### config.mk
export PLATFORM = sky130hd
export DESIGN_NAME = load_store_unit
export DESIGN_NICKNAME = d
export VERILOG_FILES = /design/src/rtl/load_store_unit.sv
export SDC_FILE = /design/constraint.sdc
export NUM_CORES = 1
export LEC_CHECK = 0
export ABC_CLOCK_PERIOD_IN_PS = 8300
export BUFFER_PORTS_ARGS = -buffer_cell sky130_fd_sc_hd__buf_2
export CORE_MARGIN = 2
export CORE_UTILIZATION = 45
export CTS_BUF_LIST = sky130_fd_sc_hd__clkbuf_16
export CTS_CLUSTER_DIAMETER = 200
export DETAILED_ROUTE_END_ITERATION = 6
export PLACE_DENSITY = 0.79
export SYNTH_ARGS = -nofsm -noshare
export SYNTH_HDL_FRONTEND = slang
export SYNTH_SLANG_ARGS = --single-unit
### constraint.sdc
create_clock -name clock -period 8.3 [get_ports clock]
set_input_delay 0.415 -clock clock [delete_from_list [all_inputs] [get_ports clock]]
set_output_delay 0.415 -clock clock [all_outputs]
set_load 0.03 [all_outputs]
### src/rtl/load_store_unit.sv
// load_store_unit: initiator side of the core <-> data_memory load/store path.
// Accepts one request at a time over valid/ready and drives data_memory's
// address/mode/unsigned/data/write-enable inputs. It covers the memory's
// one-cycle registered read latency and returns load data with a
// one-cycle response strobe.
// Optional feature macro: LSU_MISALIGN_SPLIT_EN
//   defined   : misaligned accesses are split into byte beats.
//   undefined : misaligned requests are rejected with resp_misaligned.
// Mode encodings follow mem_modes.h: BYTE=0, HALF=1, WORD=2.
module load_store_unit (
    input  logic        clock,
    input  logic        reset,
    input  logic        req_valid,
    output logic        req_ready,
    input  logic        req_write,
    input  logic [1:0]  req_mode,
    input  logic        req_unsigned,
    input  logic [31:0] req_address,
    input  logic [31:0] req_wdata,
    output logic        resp_valid,
    output logic [31:0] resp_rdata,
    output logic        resp_misaligned,
    output logic [31:0] mem_address,
    output logic [1:0]  mem_mode,
    output logic        mem_unsigned,
    output logic [31:0] mem_data,
    output logic        mem_wren,
    input  logic [31:0] mem_q
);

    localparam logic [1:0] MEM_BYTE = 2'd0;
    localparam logic [1:0] MEM_HALF = 2'd1;
    localparam logic [1:0] MEM_WORD = 2'd2;

    typedef enum logic [2:0] {
        S_IDLE     = 3'd0,
        S_ISSUE    = 3'd1,
        S_WAIT     = 3'd2,
        S_ASSEMBLE = 3'd3,
        S_RESP     = 3'd4
    } state_t;

    // HALF on an odd address or WORD off a 4-byte boundary; BYTE never.
    function automatic logic f_misaligned(input logic [1:0] mode, input logic [31:0] addr);
        logic v_mis;
        case (mode)
            MEM_HALF: v_mis = addr[0];
            MEM_WORD: v_mis = (addr[1:0] != 2'b00);
            default:  v_mis = 1'b0;
        endcase
        return v_mis;
    endfunction

    // Index of the final beat: 0 for aligned, 1 for split HALF, 3 for split WORD.
    function automatic logic [1:0] f_last_beat(input logic split, input logic [1:0] mode);
        logic [1:0] v_last;
        if (!split) begin
            v_last = 2'd0;
        end else if (mode == MEM_HALF) begin
            v_last = 2'd1;
        end else begin
            v_last = 2'd3;
        end
        return v_last;
    endfunction

    // Replicate store data across the byte lanes so any lane data_memory picks is correct.
    function automatic logic [31:0] f_store_lanes(input logic [1:0] mode, input logic split,
                                                  input logic [1:0] beat, input logic [31:0] wdata);
        logic [7:0]  v_byte;
        logic [31:0] v_data;
        if (split) begin
            case (beat)
                2'd0:    v_byte = wdata[7:0];
                2'd1:    v_byte = wdata[15:8];
                2'd2:    v_byte = wdata[23:16];
                default: v_byte = wdata[31:24];
            endcase
            v_data = {4{v_byte}};
        end else begin
            case (mode)
                MEM_BYTE: v_data = {4{wdata[7:0]}};
                MEM_HALF: v_data = {2{wdata[15:0]}};
                default:  v_data = wdata;
            endcase
        end
        return v_data;
    endfunction

    // Place one returned byte into the little-endian assembly word.
    function automatic logic [31:0] f_insert_byte(input logic [31:0] acc, input logic [1:0] beat,
                                                  input logic [7:0] data);
        logic [31:0] v_acc;
        v_acc = acc;
        case (beat)
            2'd0:    v_acc[7:0]   = data;
            2'd1:    v_acc[15:8]  = data;
            2'd2:    v_acc[23:16] = data;
            default: v_acc[31:24] = data;
        endcase
        return v_acc;
    endfunction

    // Final extension of a split load; the byte beats themselves come back zero-extended.
    function automatic logic [31:0] f_extend(input logic [1:0] mode, input logic uns,
                                             input logic [31:0] acc);
        logic [31:0] v_res;
        if (mode == MEM_HALF) begin
            if (uns) begin
                v_res = {16'd0, acc[15:0]};
            end else begin
                v_res = {{16{acc[15]}}, acc[15:0]};
            end
        end else begin
            v_res = acc;
        end
        return v_res;
    endfunction

    state_t      r_state;
    state_t      w_state_next;

    logic        r_write;
    logic [1:0]  r_mode;
    logic        r_unsigned;
    logic [31:0] r_base;
    logic [31:0] r_wdata;
    logic        r_split;
    logic [1:0]  r_last;
    logic [1:0]  r_beat;
    logic [31:0] r_acc;

    logic [31:0] r_mem_address;
    logic [1:0]  r_mem_mode;
    logic        r_mem_unsigned;
    logic [31:0] r_mem_data;
    logic        r_mem_wren;
    logic        r_resp_valid;
    logic [31:0] r_resp_rdata;
    logic        r_resp_misaligned;

    logic        w_req_ready;
    logic        w_mis_req;
    logic        w_split_req;
    logic        w_reject_req;
    logic        w_capture;
    logic [1:0]  w_beat_inc;
    logic        w_last_beat;
    logic [31:0] w_beat_address;
    logic [1:0]  w_beat_next;
    logic [31:0] w_acc_next;
    logic [31:0] w_mem_address_next;
    logic [1:0]  w_mem_mode_next;
    logic        w_mem_unsigned_next;
    logic [31:0] w_mem_data_next;
    logic        w_mem_wren_next;
    logic        w_resp_valid_next;
    logic [31:0] w_resp_rdata_next;
    logic        w_resp_misaligned_next;

    assign w_req_ready    = (r_state == S_IDLE) && !reset;
    assign w_mis_req      = f_misaligned(req_mode, req_address);
    assign w_beat_inc     = r_beat + 2'd1;
    assign w_last_beat    = (r_beat == r_last);
    assign w_beat_address = r_base + {30'd0, w_beat_inc};

`ifdef LSU_MISALIGN_SPLIT_EN
    assign w_split_req  = w_mis_req;
    assign w_reject_req = 1'b0;
`else
    assign w_split_req  = 1'b0;
    assign w_reject_req = w_mis_req;
`endif

    // Next-state and next-output logic; outputs are loaded on the edge that enters each state.
    always_comb begin
        w_state_next           = r_state;
        w_capture              = 1'b0;
        w_beat_next            = r_beat;
        w_acc_next             = r_acc;
        w_mem_address_next     = r_mem_address;
        w_mem_mode_next        = r_mem_mode;
        w_mem_unsigned_next    = r_mem_unsigned;
        w_mem_data_next        = r_mem_data;
        w_mem_wren_next        = 1'b0;
        w_resp_valid_next      = 1'b0;
        w_resp_rdata_next      = 32'd0;
        w_resp_misaligned_next = 1'b0;
        case (r_state)
            S_IDLE: begin
                if (req_valid && w_req_ready) begin
                    w_capture   = 1'b1;
                    w_beat_next = 2'd0;
                    w_acc_next  = 32'd0;
                    if (w_reject_req) begin
                        w_state_next           = S_RESP;
                        w_resp_valid_next      = 1'b1;
                        w_resp_misaligned_next = 1'b1;
                    end else begin
                        w_state_next        = S_ISSUE;
                        w_mem_address_next  = req_address;
                        w_mem_mode_next     = w_split_req ? MEM_BYTE : req_mode;
                        w_mem_unsigned_next = w_split_req ? 1'b1 : req_unsigned;
                        w_mem_data_next     = f_store_lanes(req_mode, w_split_req, 2'd0, req_wdata);
                        w_mem_wren_next     = req_write;
                    end
                end else begin
                    w_state_next = S_IDLE;
                end
            end
            S_ISSUE: begin
                if (r_write) begin
                    w_beat_next = w_beat_inc;
                    if (w_last_beat) begin
                        if (r_split) begin
                            w_state_next = S_ASSEMBLE;
                        end else begin
                            w_state_next      = S_RESP;
                            w_resp_valid_next = 1'b1;
                        end
                    end else begin
                        w_state_next       = S_ISSUE;
                        w_mem_address_next = w_beat_address;
                        w_mem_data_next    = f_store_lanes(r_mode, r_split, w_beat_inc, r_wdata);
                        w_mem_wren_next    = 1'b1;
                    end
                end else begin
                    w_state_next = S_WAIT;
                end
            end
            S_WAIT: begin
                w_beat_next = w_beat_inc;
                if (r_split) begin
                    w_acc_next = f_insert_byte(r_acc, r_beat, mem_q[7:0]);
                end else begin
                    w_acc_next = mem_q;
                end
                if (w_last_beat) begin
                    if (r_split) begin
                        w_state_next = S_ASSEMBLE;
                    end else begin
                        w_state_next      = S_RESP;
                        w_resp_valid_next = 1'b1;
                        w_resp_rdata_next = mem_q;
                    end
                end else begin
                    w_state_next       = S_ISSUE;
                    w_mem_address_next = w_beat_address;
                end
            end
            S_ASSEMBLE: begin
                w_state_next      = S_RESP;
                w_resp_valid_next = 1'b1;
                if (r_write) begin
                    w_resp_rdata_next = 32'd0;
                end else begin
                    w_resp_rdata_next = f_extend(r_mode, r_unsigned, r_acc);
                end
            end
            S_RESP: begin
                w_state_next = S_IDLE;
            end
            default: begin
                w_state_next = S_IDLE;
            end
        endcase
    end

    // State register.
    always_ff @(posedge clock or posedge reset) begin
        if (reset) begin
            r_state <= S_IDLE;
        end else begin
            r_state <= w_state_next;
        end
    end

    // Request latch so the core may change req_* after the handshake.
    always_ff @(posedge clock or posedge reset) begin
        if (reset) begin
            r_write    <= 1'b0;
            r_mode     <= MEM_WORD;
            r_unsigned <= 1'b0;
            r_base     <= 32'd0;
            r_wdata    <= 32'd0;
            r_split    <= 1'b0;
            r_last     <= 2'd0;
        end else if (w_capture) begin
            r_write    <= req_write;
            r_mode     <= req_mode;
            r_unsigned <= req_unsigned;
            r_base     <= req_address;
            r_wdata    <= req_wdata;
            r_split    <= w_split_req;
            r_last     <= f_last_beat(w_split_req, req_mode);
        end else begin
            r_write    <= r_write;
        end
    end

    // Beat counter and load assembly word.
    always_ff @(posedge clock or posedge reset) begin
        if (reset) begin
            r_beat <= 2'd0;
            r_acc  <= 32'd0;
        end else begin
            r_beat <= w_beat_next;
            r_acc  <= w_acc_next;
        end
    end

    // Registered memory-side and response outputs.
    always_ff @(posedge clock or posedge reset) begin
        if (reset) begin
            r_mem_address     <= 32'd0;
            r_mem_mode        <= MEM_WORD;
            r_mem_unsigned    <= 1'b0;
            r_mem_data        <= 32'd0;
            r_mem_wren        <= 1'b0;
            r_resp_valid      <= 1'b0;
            r_resp_rdata      <= 32'd0;
            r_resp_misaligned <= 1'b0;
        end else begin
            r_mem_address     <= w_mem_address_next;
            r_mem_mode        <= w_mem_mode_next;
            r_mem_unsigned    <= w_mem_unsigned_next;
            r_mem_data        <= w_mem_data_next;
            r_mem_wren        <= w_mem_wren_next;
            r_resp_valid      <= w_resp_valid_next;
            r_resp_rdata      <= w_resp_rdata_next;
            r_resp_misaligned <= w_resp_misaligned_next;
        end
    end

    assign req_ready       = w_req_ready;
    assign resp_valid      = r_resp_valid;
    assign resp_rdata      = r_resp_rdata;
    assign resp_misaligned = r_resp_misaligned;
    assign mem_address     = r_mem_address;
    assign mem_mode        = r_mem_mode;
    assign mem_unsigned    = r_mem_unsigned;
    assign mem_data        = r_mem_data;
    assign mem_wren        = r_mem_wren;

endmodule

=== Word-level counts from Yosys, hierarchy flattened ===
Index checks and enable logic that the tools add are counted.

* Bits in registers: 207
* Latch bits: 0
* Bits in writable memories: 0
* Bits in read-only memories: 0
* Input bits: 103
* Output and inout port bits: 103
* Word-level logic and storage cells: 89
* Memories kept: 0

* $add $sub $neg: 2
* Multipliers: 0
* Divide/modulo/power cells: 0
* $lt $le $gt $ge: 0
* Eq/ne operators: 10
* Shift-type cells: 0
* Multiplexer cells: 41
* Bitwise gates (word level): 1
* Reduce and logical (&&, ||, !) cells: 16

{| class="wikitable"
|+ Operators with widths
! cell !! number
|-
| 2-to-1 mux 32 bit || 13
|-
| one-hot mux 32 bit (2 select lines) || 5
|-
| one-hot mux 32 bit (3 select lines) || 1
|-
| adder 32 x 2 -> 32 bit || 1
|-
| 2-to-1 mux 3 bit || 4
|-
| one-hot mux 3 bit (4 select lines) || 1
|-
| 2-to-1 mux 1 bit || 11
|-
| == test 3 x 2 -> 1 bit, second input constant || 2
|-
| zero test 2 bit || 3
|-
| inequality test 2 bit, second input constant || 3
|-
| one-hot mux 2 bit (3 select lines) || 1
|-
| AND reduction 3 bit || 2
|-
| nonzero test 2 bit || 3
|-
| AND reduction 5 bit || 1
|-
| == test 2 x 1 -> 1 bit, second input constant || 2
|-
| 2-to-1 mux 2 bit || 2
|-
| one-hot mux 1 bit (2 select lines) || 2
|-
| one-hot mux 1 bit (4 select lines) || 1
|-
| AND reduction 4 bit || 1
|-
| == test 3 x 1 -> 1 bit, second input constant || 1
|-
| zero test 3 bit || 1
|-
| nonzero test 3 bit || 1
|-
| adder 2 x 1 -> 2 bit, second input constant || 1
|-
| == test 2 bit, second input constant || 1
|-
| 5 further kinds || 6
|}

=== Longest topological paths before layout ===
Gate-level depths: netlist of the first run.

* Depth after elaboration: 5
* Depth in mapped cells: 10
* Mapped depth without buffers: 8

=== Worst setup path before layout of the first run ===
No wires, ideal clock.

* Path type: register -> register
* From: register r_beat[0]
* To: register r_mem_address[21], in the netlist mem_address[21]
* Arrival: 2.043 ns
* Slack: 6.129 ns
* Cell stages (with the launch flop): 9
* Path through: dfrtp_1 -> inv_1 -> ha_1 -> ha_1 -> a21oi_1 -> or4_4 -> nor4_4 -> xnor2_1 -> o211ai_2

* Word-level cells in the longest chain between the ends: 5
* Elaborated cells on any way between the ends: 6
* Classes of those cells: 2 x add/sub; 3 x mux; 1 x reduce/logical

{| class="wikitable"
|+ Ends and longest elaborated chain
! what !! line !! RTL
|-
| start: declaration || 130 || <nowiki>logic [1:0] r_beat;</nowiki>
|-
| start signal: assignment || 307 || <nowiki>r_beat <= w_beat_next;</nowiki>
|-
| adder 2 x 1 -> 2 bit || 163 || <nowiki>assign w_beat_inc = r_beat + 2'd1;</nowiki>
|-
| adder 32 x 2 -> 32 bit || 165 || <nowiki>assign w_beat_address = r_base + {30'd0, w_beat_inc};</nowiki>
|-
| 2-to-1 mux 32 bit (*) || 214, 238 ||
|-
| 2-to-1 mux 32 bit || 212 || <nowiki>if (r_write) begin</nowiki>
|-
| one-hot mux 32 bit (3 select lines) (*) || 189 || <nowiki>case (r_state)</nowiki>
|-
| end signal: assignment || 324 || <nowiki>r_mem_address <= w_mem_address_next;</nowiki>
|-
| end: declaration || 133 || <nowiki>logic [31:0] r_mem_address;</nowiki>
|}

Every way passes the cells marked *; elsewhere a longest branch is shown, timed or not. The select of a mux whose other input is x is not followed.
A chain may end at the register's enable or synchronous reset.

==> results of run 1 <==
per-layer routing:
metal | GRT usage [%] | vias to the layer above | routed length, um
met1 | 30.4 | 3678 | 10900
met4 | 6.93 | 6 | 594
met5 | 0 | - | 41
met3 | 4.61 | 45 | 1980
li1 | - | 3456 | -
met2 | 33.2 | 302 | 11100
through the flow:
stage | setup slack, ps | utilization (%)
2_1_floorplan | 2260 | -
3_3_place_gp | 5660 | 51.6
3_5_place_dp | 5560 | 51.6
4_1_cts | 5550 | 55.2
5_1_grt | 5390 | 55.2
6_report | 5620 | 55.3
kinds of logic (layout without fill, tap and decap cells):
logic type / count (synthesis) / in the layout / synth area share, %
compound gates: 187 / 187 / 13.8
xor+xnor: 29 / 29 / 2.64
fa+ha+maj: 7 / 7 / 0.989
buf+inv: 67 / 266 / 3.01
flops: 206 / 206 / 53.6
mux: 120 / 120 / 13.8
other cells: 0 / 2 / 0
simple gates: 241 / 241 / 12.1
critical path, delay by kind of cell, from the launching register on:
kind	cells	cell delay (ps)
AND/OR/NAND/NOR	3	1660
flip-flops	1	510
multiplexers	1	380
final cells by class:
| class | count | area share [%] |
|---|---|---|
| inverters | 8 | 0.345 |
| multi-input cells | 584 | 36.0 |
| repair buffers | 217 | 9.61 |
| clock inverters | 18 | 1.71 |
| flip-flops and latches | 206 | 44.4 |
| diodes | 2 | 0.0431 |
| well taps | 275 | 2.96 |
| clock buffers | 23 | 4.95 |
state kept, by name, indices dropped and copies added, names as in the netlist:
register,flops
mem_address,32
mem_data,32
mem_mode,2
mem_unsigned,1
mem_wren,1
r_acc,32
r_base,32
r_beat,2
r_mode,2
r_state,2
r_unsigned,1
r_wdata,32
r_write,1
resp_misaligned,1
resp_rdata,32
resp_valid,1
power breakdown:
| part | leakage, nW | internal (mW) | total (mW) | switching [mW] |
|---|---|---|---|---|
| Sequential | 2.57 | 1.41 | 1.75 | 0.345 |
| Clock | 0.383 | 0.631 | 1.04 | 0.412 |
| Combinational | 2.52 | 0.737 | 1.87 | 1.13 |
final timing paths:
check / end / slack [ps]
setup / recovery: mem_mode[0]$_DFFE_PP0P_ / 5620
hold / removal: resp_rdata[24]$_DFF_PP0_ / 140
setup reg to reg: mem_mode[0]$_DFFE_PP0P_ / 5620
hold reg to reg: mem_address[5]$_DFFE_PP0P_ / 480
max in group asynchronous: r_write$_DFFE_PP0P_ / 6650
min in group asynchronous: resp_valid$_DFF_PP0_ / 150
layout by cell type (no fill, tap or decap), types with 7 or more instances in the layout:
| master | count |
|---|---|
| buf_2 | 205 |
| dfrtp_1 | 204 |
| nand2_1 | 107 |
| mux2_2 | 100 |
| nor2_1 | 55 |
| a22o_1 | 49 |
| o21ai_0 | 27 |
| xor2_1 | 23 |
| clkbuf_16 | 23 |
| nand3_1 | 22 |
| a211oi_1 | 19 |
| mux2i_1 | 19 |
| a21oi_1 | 18 |
| a31oi_1 | 18 |
| nor2b_1 | 14 |
| buf_4 | 12 |
| o22ai_1 | 10 |
| o211ai_1 | 10 |
| a221oi_1 | 8 |
| a22oi_1 | 8 |
| clkinv_2 | 8 |
| inv_1 | 7 |
==> impl_metrics.ini, run 1 <==
[outcome]
status = finished clean

[synth]
yosys_warnings = 0
synth-edff-count = 0
netlist_top_cells_count = dfrtp_1, nand2_1, mux2_2
ys_top_cells_by_area = dfrtp_1, mux2_2, a22o_1
synth_seq_cells = 206
ys_seq_area_share_pct = 53.6
netlist_area_sq_mm = 0.00962
synth_nets = 967
async_flop_share_pct = 100
synth_cell_types = 55
synth_most_common_cell = dfrtp_1
netlist_instances = 857
avgSynthCellArea_sq_um = 11.2
yosysTopAreaCellShare_pct = 53.1
yosys.area.top_type = dfrtp_1
synthFlopType = dfrtp_1

[place]
dpl_cell_area_sq_mm = 0.0108
routabilityCongestion = 0.853
hpwlAfterDp_um = 16600
numPlacedInstances = 1290
port_buffers = 205

[timing]
drv_slew = 0
finalClockSkew_ps = 13.1
slew_headroom_pct = 32.8
finalCritPeriodShare_pct = 32.3
rsz0062_at_grt = no
min_period_ps = 2680
setup_viol = 0
hold_viol = 0
tightest_slew_ps = 1010
fin_setup_tns_ps = 0
max_clock_freq_ghz = 0.373
hold_slack_ps = 138

[clock_tree]
cts_root_buf = clkbuf_16
clkLatencyLatePin_ps = 500
clock_path_buffers = 3
cts.hold.buffers_added = 0
postCtsSetupRepairBufs = 0
cts.sinks = 206
cts_tree = yes
post_cts_resized = 0
clkSlewWorstSetupHoldPaths_ps = 60
numCtsBuffers = 23
htreeDepth = 1

[critical_path]
crit_chain = nor3_1 > nand2_4 > nor2_1 > mux2_2
startpoint = resp_valid$_DFF_PP0_
worstSetupPathType = reg -> reg
start_kind = register
cp_slowest_cell = nand2_4
rr_worst_depth = 4
max_stage_delay_ps = 630
arrival_ps = 3060
cp.required_ps = 8680
r2r_start = resp_valid$_DFF_PP0_
cp_max_fo = 73
cp-end-kind = register

[pwr]
p_per_area_mw_per_mm2 = 401
power.leakage_nw = 5.47
design_power_total_mw = 4.66
ir_drop_uv = 300

[detailed_routing]
viasPerCell = 5.62
wire_per_inst_um = 18.5
wirelength_um = 24600
route.detailed.drc = 0
firstDrtPassIters = 7
antenna_left = 0
drtIter0Drc = 434
via_count = 7487

[final_layout]
seq_area_sq_mm = 0.00516
nFillCells = 1798
syn_to_final_growth_pct = 20.8
finalNonFillerCells = 1333
drive_above_1_share_pct = 35.5
finalInstanceArea_sq_mm = 0.0116
multi_input_area_sq_mm = 0.00418
finalNetCount = 1150

[floorplan]
die_h_um = 150
ios = 206
fp.dieW_um = 150
fp.dieArea_sq_mm = 0.0226
core_sq_mm = 0.0210
start_util_pct = 45.7
floorplan.rows = 53

[global_route]
antenna_found_initial = 4
grt_start_max_net_pins = 133
grt-ovfl-total = 0
grt_pass1_wl_um = 38900
grt_pass1_vias = 7391
grt.total_usage_pct = 21.5

[min_path]
worstHoldStart = mem_q[24]
hold_path_depth = 3
hp-class = in -> reg

[flow_run]
drv_cap = 0
Power figures use the tool's default switching activity.
==> run 2: changes to the inputs <==
- ABC_CLOCK_PERIOD_IN_PS: 8300 -> 2400
- PLACE_DENSITY: 0.79 -> 0.82
- clock period: 8.3 -> 2.4 ns (I/O delays scaled with it)
==> impl_metrics.ini, run 2 (synthesis results as in run 1) <==
[outcome]
status = finished clean

[timing]
tightest_slew_ps = 951
rsz0062_at_grt = no
min_period_ps = 2290
finalCritPeriodShare_pct = 95.4
slew_headroom_pct = 36.6
hold_viol = 0
setup_viol = 0
max_clock_freq_ghz = 0.437
finalClockSkew_ps = 21.3
drv_slew = 0

[global_route]
grt.total_usage_pct = 23.7
grt_start_max_net_pins = 93
grt_pass1_vias = 8298
grt_pass1_wl_um = 42900
antenna_found_initial = 1
grt-ovfl-total = 0

[detailed_routing]
drtIter0Drc = 525
wire_per_inst_um = 18.6
viasPerCell = 5.64
route.detailed.drc = 0
firstDrtPassIters = 5
via_count = 8184
wirelength_um = 27000
antenna_left = 0

[pwr]
clockPowerShare_pct = 21.1
internal-power_mw = 9.77
power.leakage_nw = 6.01
p_per_area_mw_per_mm2 = 1290
power_frac_comb_pct = 42.2
design_power_total_mw = 16.5
ir_drop_uv = 789
switching_share_pct = 40.8
netSwitchingPower_mw = 6.75
seq_power_share_pct = 36.7

[final_layout]
layout_common_cells = buf_2, dfrtp_1, nand2_1
drive_above_1_share_pct = 32.9
num_antenna_cells = 0
finalInstanceArea_sq_mm = 0.0128
finalNetCount = 1272
mostFrequentLayoutCell = buf_2
syn_to_final_growth_pct = 33.1

[clock_tree]
cts.sinks = 206
clkLatencyLatePin_ps = 520
clkSlewWorstSetupHoldPaths_ps = 60
cts_root_buf = clkbuf_16
clock_path_buffers = 3
cts_tree = yes
postCtsSetupRepairBufs = 0
htreeDepth = 1
numCtsBuffers = 24

[critical_path]
r2r_start = r_beat[0]$_DFFE_PP0P_
cp-end-kind = register
worstSetupPathType = reg -> reg
cp_slowest_cell = or4_4
start_kind = register
arrival_ps = 2680
critical-path-top-delay-family = simple AND/OR/NAND/NOR gates
critPathBufInv = 1
startpoint = r_beat[0]$_DFFE_PP0P_
cp.required_ps = 2790
crit_path_frequent_cell = ha_1
crit_chain = inv_1 > ha_1 > ha_1 > a21oi_1 > or4_4 > nor4_4 > xnor2_1 > o211ai_2
max_stage_delay_ps = 600
cp_max_fo = 3

[floorplan]
ios = 206
floorplan.rows = 53
start_util_pct = 45.7
fp.dieArea_sq_mm = 0.0226
die_h_um = 150
core_sq_mm = 0.0210
fp.dieW_um = 150

[place]
hpwlAfterDp_um = 17000
dpl_cell_area_sq_mm = 0.0110
routabilityCongestion = 0.837
port_buffers = 205

[min_path]
hp-class = in -> reg
worstHoldStart = req_valid

[flow_run]
drv_cap = 0
[run 2: changes by cell type in the layout (fill, tap and decap cells not counted), sizes merged]
cell / change
dlygate4sd3: +101
buf: +20
inv: +3
bufinv: -2
clkbuf: +2
clkinv: -2
clkinvlp: -2
diode: -2
[run 2: per-stage QoR]
| stage | TNS, ps | hold slack [ps] | setup WS, ps | cells | util, % |
|---|---|---|---|---|---|
| 6_report | 0 | 356 | 112 | 1451 | 60.9 |
| 5_1_grt | 0 | 386 | 9.43 | 1451 | 60.9 |
| 2_1_floorplan | -79690 | 237 | -391 | 857 | - |
| 3_3_place_gp | 0 | 338 | 72.9 | 1310 | 52.5 |
| 3_5_place_dp | -38.9 | 347 | -25.1 | 1310 | 52.5 |
| 4_1_cts | 0 | 361 | 110 | 1451 | 60.9 |
[run 2: final timing paths]
check / endpoint / slack [ps] / cells after the start
max in group asynchronous: r_acc[3]$_DFFE_PP0P_ / 1590 / 4
worst max register to register: mem_address[21]$_DFFE_PP0P_ / 110 / 8
min in group asynchronous: resp_rdata[15]$_DFF_PP0_ / 390 / 4
worst min-delay path: r_beat[0]$_DFFE_PP0P_ / 360 / 5
worst min register to register: mem_address[12]$_DFFE_PP0P_ / 470 / 2
worst max-delay path: mem_address[21]$_DFFE_PP0P_ / 110 / 8
[run 2: metal layers]
layer / vias to the layer above / share of wire, % / GRT usage, %
met2: 391 / 48 / 38.5
li1: 3691 / - / -
met3: 64 / 8.1 / 5.42
met5: - / 0.048 / 0
met1: 4036 / 42 / 31.7
met4: 2 / 2.6 / 7.50
[run 2: cell type report]
class / instances / area, sq um
Timing Repair Buffer: 338 / 2330
Clock buffer: 25 / 626
Clock inverter: 15 / 115
Tap cell: 275 / 344
Fill cell: 1588 / 8220
Multi-Input combinational cell: 584 / 4200
Sequential cell: 206 / 5160
Inverter: 8 / 36.3
[run 2: power by group through the flow]
| stage | logic (mW) | clock network [mW] | registers [mW] |
|---|---|---|---|
| 2_1_floorplan | 3.73 | 0 | 6.97 |
| 3_3_place_gp | 6.60 | 0 | 5.96 |
| 3_5_place_dp | 6.76 | 0 | 6.03 |
| 4_1_cts | 6.94 | 3.54 | 5.99 |
| 5_1_grt | 7.58 | 3.72 | 6.20 |
| 6_report | 6.97 | 3.48 | 6.06 |
[run 2: timing repair]
action / CTS / global route
endpoints found under the setup margin: 2 / 2
gates resized for setup: 1 / 2
hold buffers: 101 / 0
hold endpoints to repair: 374 / 0
[run 2: worst reg2reg max path, stage by stage (launching register included)]
cell	delay, ps
dfrtp_1	320
inv_1	50
ha_1	340
ha_1	300
a21oi_1	130
or4_4	600
nor4_4	160
xnor2_1	170
o211ai_2	90
==> run 3: changes to the inputs <==
- ABC_CLOCK_PERIOD_IN_PS: 2400 -> 2200
- CORE_UTILIZATION: 45 -> 55
- PLACE_DENSITY: 0.82 -> 0.91
- clock period: 2.4 -> 2.2 ns (I/O delays scaled with it)
==> impl_metrics.ini, run 3 (synthesis results as in run 1) <==
[detailed_routing]
wl_met2_um = 14200
wire_per_inst_um = 20.5
route.detailed.drc = 0
viasPerCell = 6.04
wl_met1_um = 11000
firstDrtPassIters = 5
top_layer_used = met4
drtIter0Drc = 605
wirelength_um = 28900
antenna_left = 0
wl_met3_um = 2550
via_count = 8523

[global_route]
grt_pass1_wl_um = 44800
grt_start_max_net_pins = 62
antenna_found_initial = 0
grt.total_usage_pct = 30.7
grt-ovfl-total = 0
grt_pass1_vias = 8636

[clock_tree]
clkSlewWorstSetupHoldPaths_ps = 60
htreeDepth = 1
cts_root_buf = clkbuf_16
numCtsBuffers = 23
clock_path_buffers = 3
clkLatencyLatePin_ps = 500
cts_tree = yes
cts.sinks = 206

[critical_path]
reg2reg_to = mem_address[21]$_DFFE_PP0P_
rr_worst_depth = 8
crit_path_frequent_cell = ha_4
cp_max_fo = 4
cp-end-kind = register
max_stage_delay_ps = 570
cp.required_ps = 2580
arrival_ps = 2580
worstSetupPathType = reg -> reg
critical-path-top-delay-family = simple AND/OR/NAND/NOR gates
r2r_start = r_beat[0]$_DFFE_PP0P_
start_kind = register
crit_chain = inv_2 > ha_4 > ha_4 > a21oi_4 > or4_4 > nor4_4 > xnor2_1 > o211ai_2
r2r_slack_ps = -2
critPathBufInv = 1
cp_slowest_cell = or4_4

[floorplan]
ios = 206
start_util_pct = 56.0
floorplan.rows = 48
core_sq_mm = 0.0172
fp.dieW_um = 136
die_h_um = 136
fp.dieArea_sq_mm = 0.0186

[min_path]
hold_path_depth = 5
hp-class = in -> reg
min_delay_worst_endpoint = resp_misaligned$_DFF_PP0_
worstHoldStart = req_valid

[final_layout]
syn_to_final_growth_pct = 33.7
layout_common_cells = buf_2, dfrtp_1, nand2_1
finalNetCount = 1280
drive_above_1_share_pct = 34.3
finalInstanceArea_sq_mm = 0.0129
mostFrequentLayoutCell = buf_2
num_antenna_cells = 0
nFillCells = 1048

[place]
dpl_cell_area_sq_mm = 0.0110
pre_cts_ws_ps = -172
hpwlAfterDp_um = 17200
routabilityCongestion = 0.890
port_buffers = 205

[pwr]
p_per_area_mw_per_mm2 = 1440
ir_drop_uv = 1090
power.leakage_nw = 6.05

[timing]
hold_slack_ps = 331
layout_setup_ws_ps = -1.77
hold_viol = 0
drv_slew = 0
finalCritPeriodShare_pct = 100
min_period_ps = 2200
max_clock_freq_ghz = 0.454
finalClockSkew_ps = 15.4
setup_viol = 1
tightest_slew_ps = 884
slew_headroom_pct = 41.1
rsz0062_at_grt = yes

[outcome]
status = finished with violations
violations = setup timing

[flow_run]
drv_cap = 0
## run 3: worst max path at each step
| stage | from | to | slack (ps) | depth (start not counted) |
|---|---|---|---|---|
| 6_report | r_beat[0]$_DFFE_PP0P_ | mem_address[21]$_DFFE_PP0P_ | -2 | 8 |
| 5_1_grt | r_beat[1]$_DFFE_PP0P_ | mem_address[21]$_DFFE_PP0P_ | -100 | 8 |
| 4_1_cts | r_beat[0]$_DFFE_PP0P_ | mem_address[21]$_DFFE_PP0P_ | 8 | 8 |
| 3_5_place_dp | r_beat[0]$_DFFE_PP0P_ | mem_address[31]$_DFFE_PP0P_ | -170 | 8 |
| 3_3_place_gp | r_beat[0]$_DFFE_PP0P_ | mem_address[11]$_DFFE_PP0P_ | -80 | 8 |
| 2_1_floorplan | reset | mem_address[0]$_DFFE_PP0P_ | -580 | 1 |
## run 3: worst register-to-register path, cell delays in order, from the launching register on
cell and delay [ps]:
dfrtp_1 370, inv_2 90, ha_4 220, ha_4 270, a21oi_4 50, or4_4 570
nor4_4 250, xnor2_1 160, o211ai_2 90
## run 3: final cells by class
| type | instances | area [sq um] | share of cell area [%] |
|---|---|---|---|
| well taps | 225 | 282 | 2.19 |
| clock inverters | 17 | 160 | 1.25 |
| inverters | 8 | 36.3 | 0.282 |
| multi-input cells | 584 | 4240 | 33.0 |
| repair buffers | 347 | 2410 | 18.7 |
| flip-flops and latches | 206 | 5160 | 40.1 |
| clock buffers | 23 | 576 | 4.48 |
## run 3: what timing repair did
item / in CTS / in global routing
pin swaps: 3 / 5
hold buffers: 101 / 0
hold endpoints to repair: 190 / 0
setup endpoints to repair: 18 / 20
setup buffers: 0 / 4
gates resized for setup: 4 / 7
## run 3: per-layer routing
metal | track usage, % | vias up
li1 | - | 3714
met1 | 38.7 | 4196
met2 | 51.3 | 509
met3 | 6.38 | 104
met4 | 13.1 | 0
met5 | 0 | -
## run 3: stage by stage
stage	util [%]	instances	total power, mW	TNS [ps]
finish	74.9	1410	18.5	-1.77
global route	74.9	1410	19.3	-274
CTS	74.4	1406	18.0	0
detailed placement	64.1	1265	14.0	-1350
global placement	64.1	1265	13.6	-274
floorplan	-	857	11.7	-118450
## run 3: power breakdown
| part | internal, mW | switching, mW |
|---|---|---|
| sequential | 5.32 | 1.36 |
| combinational | 3.24 | 4.72 |
| clock | 2.26 | 1.57 |
| total | 10.8 | 7.65 |
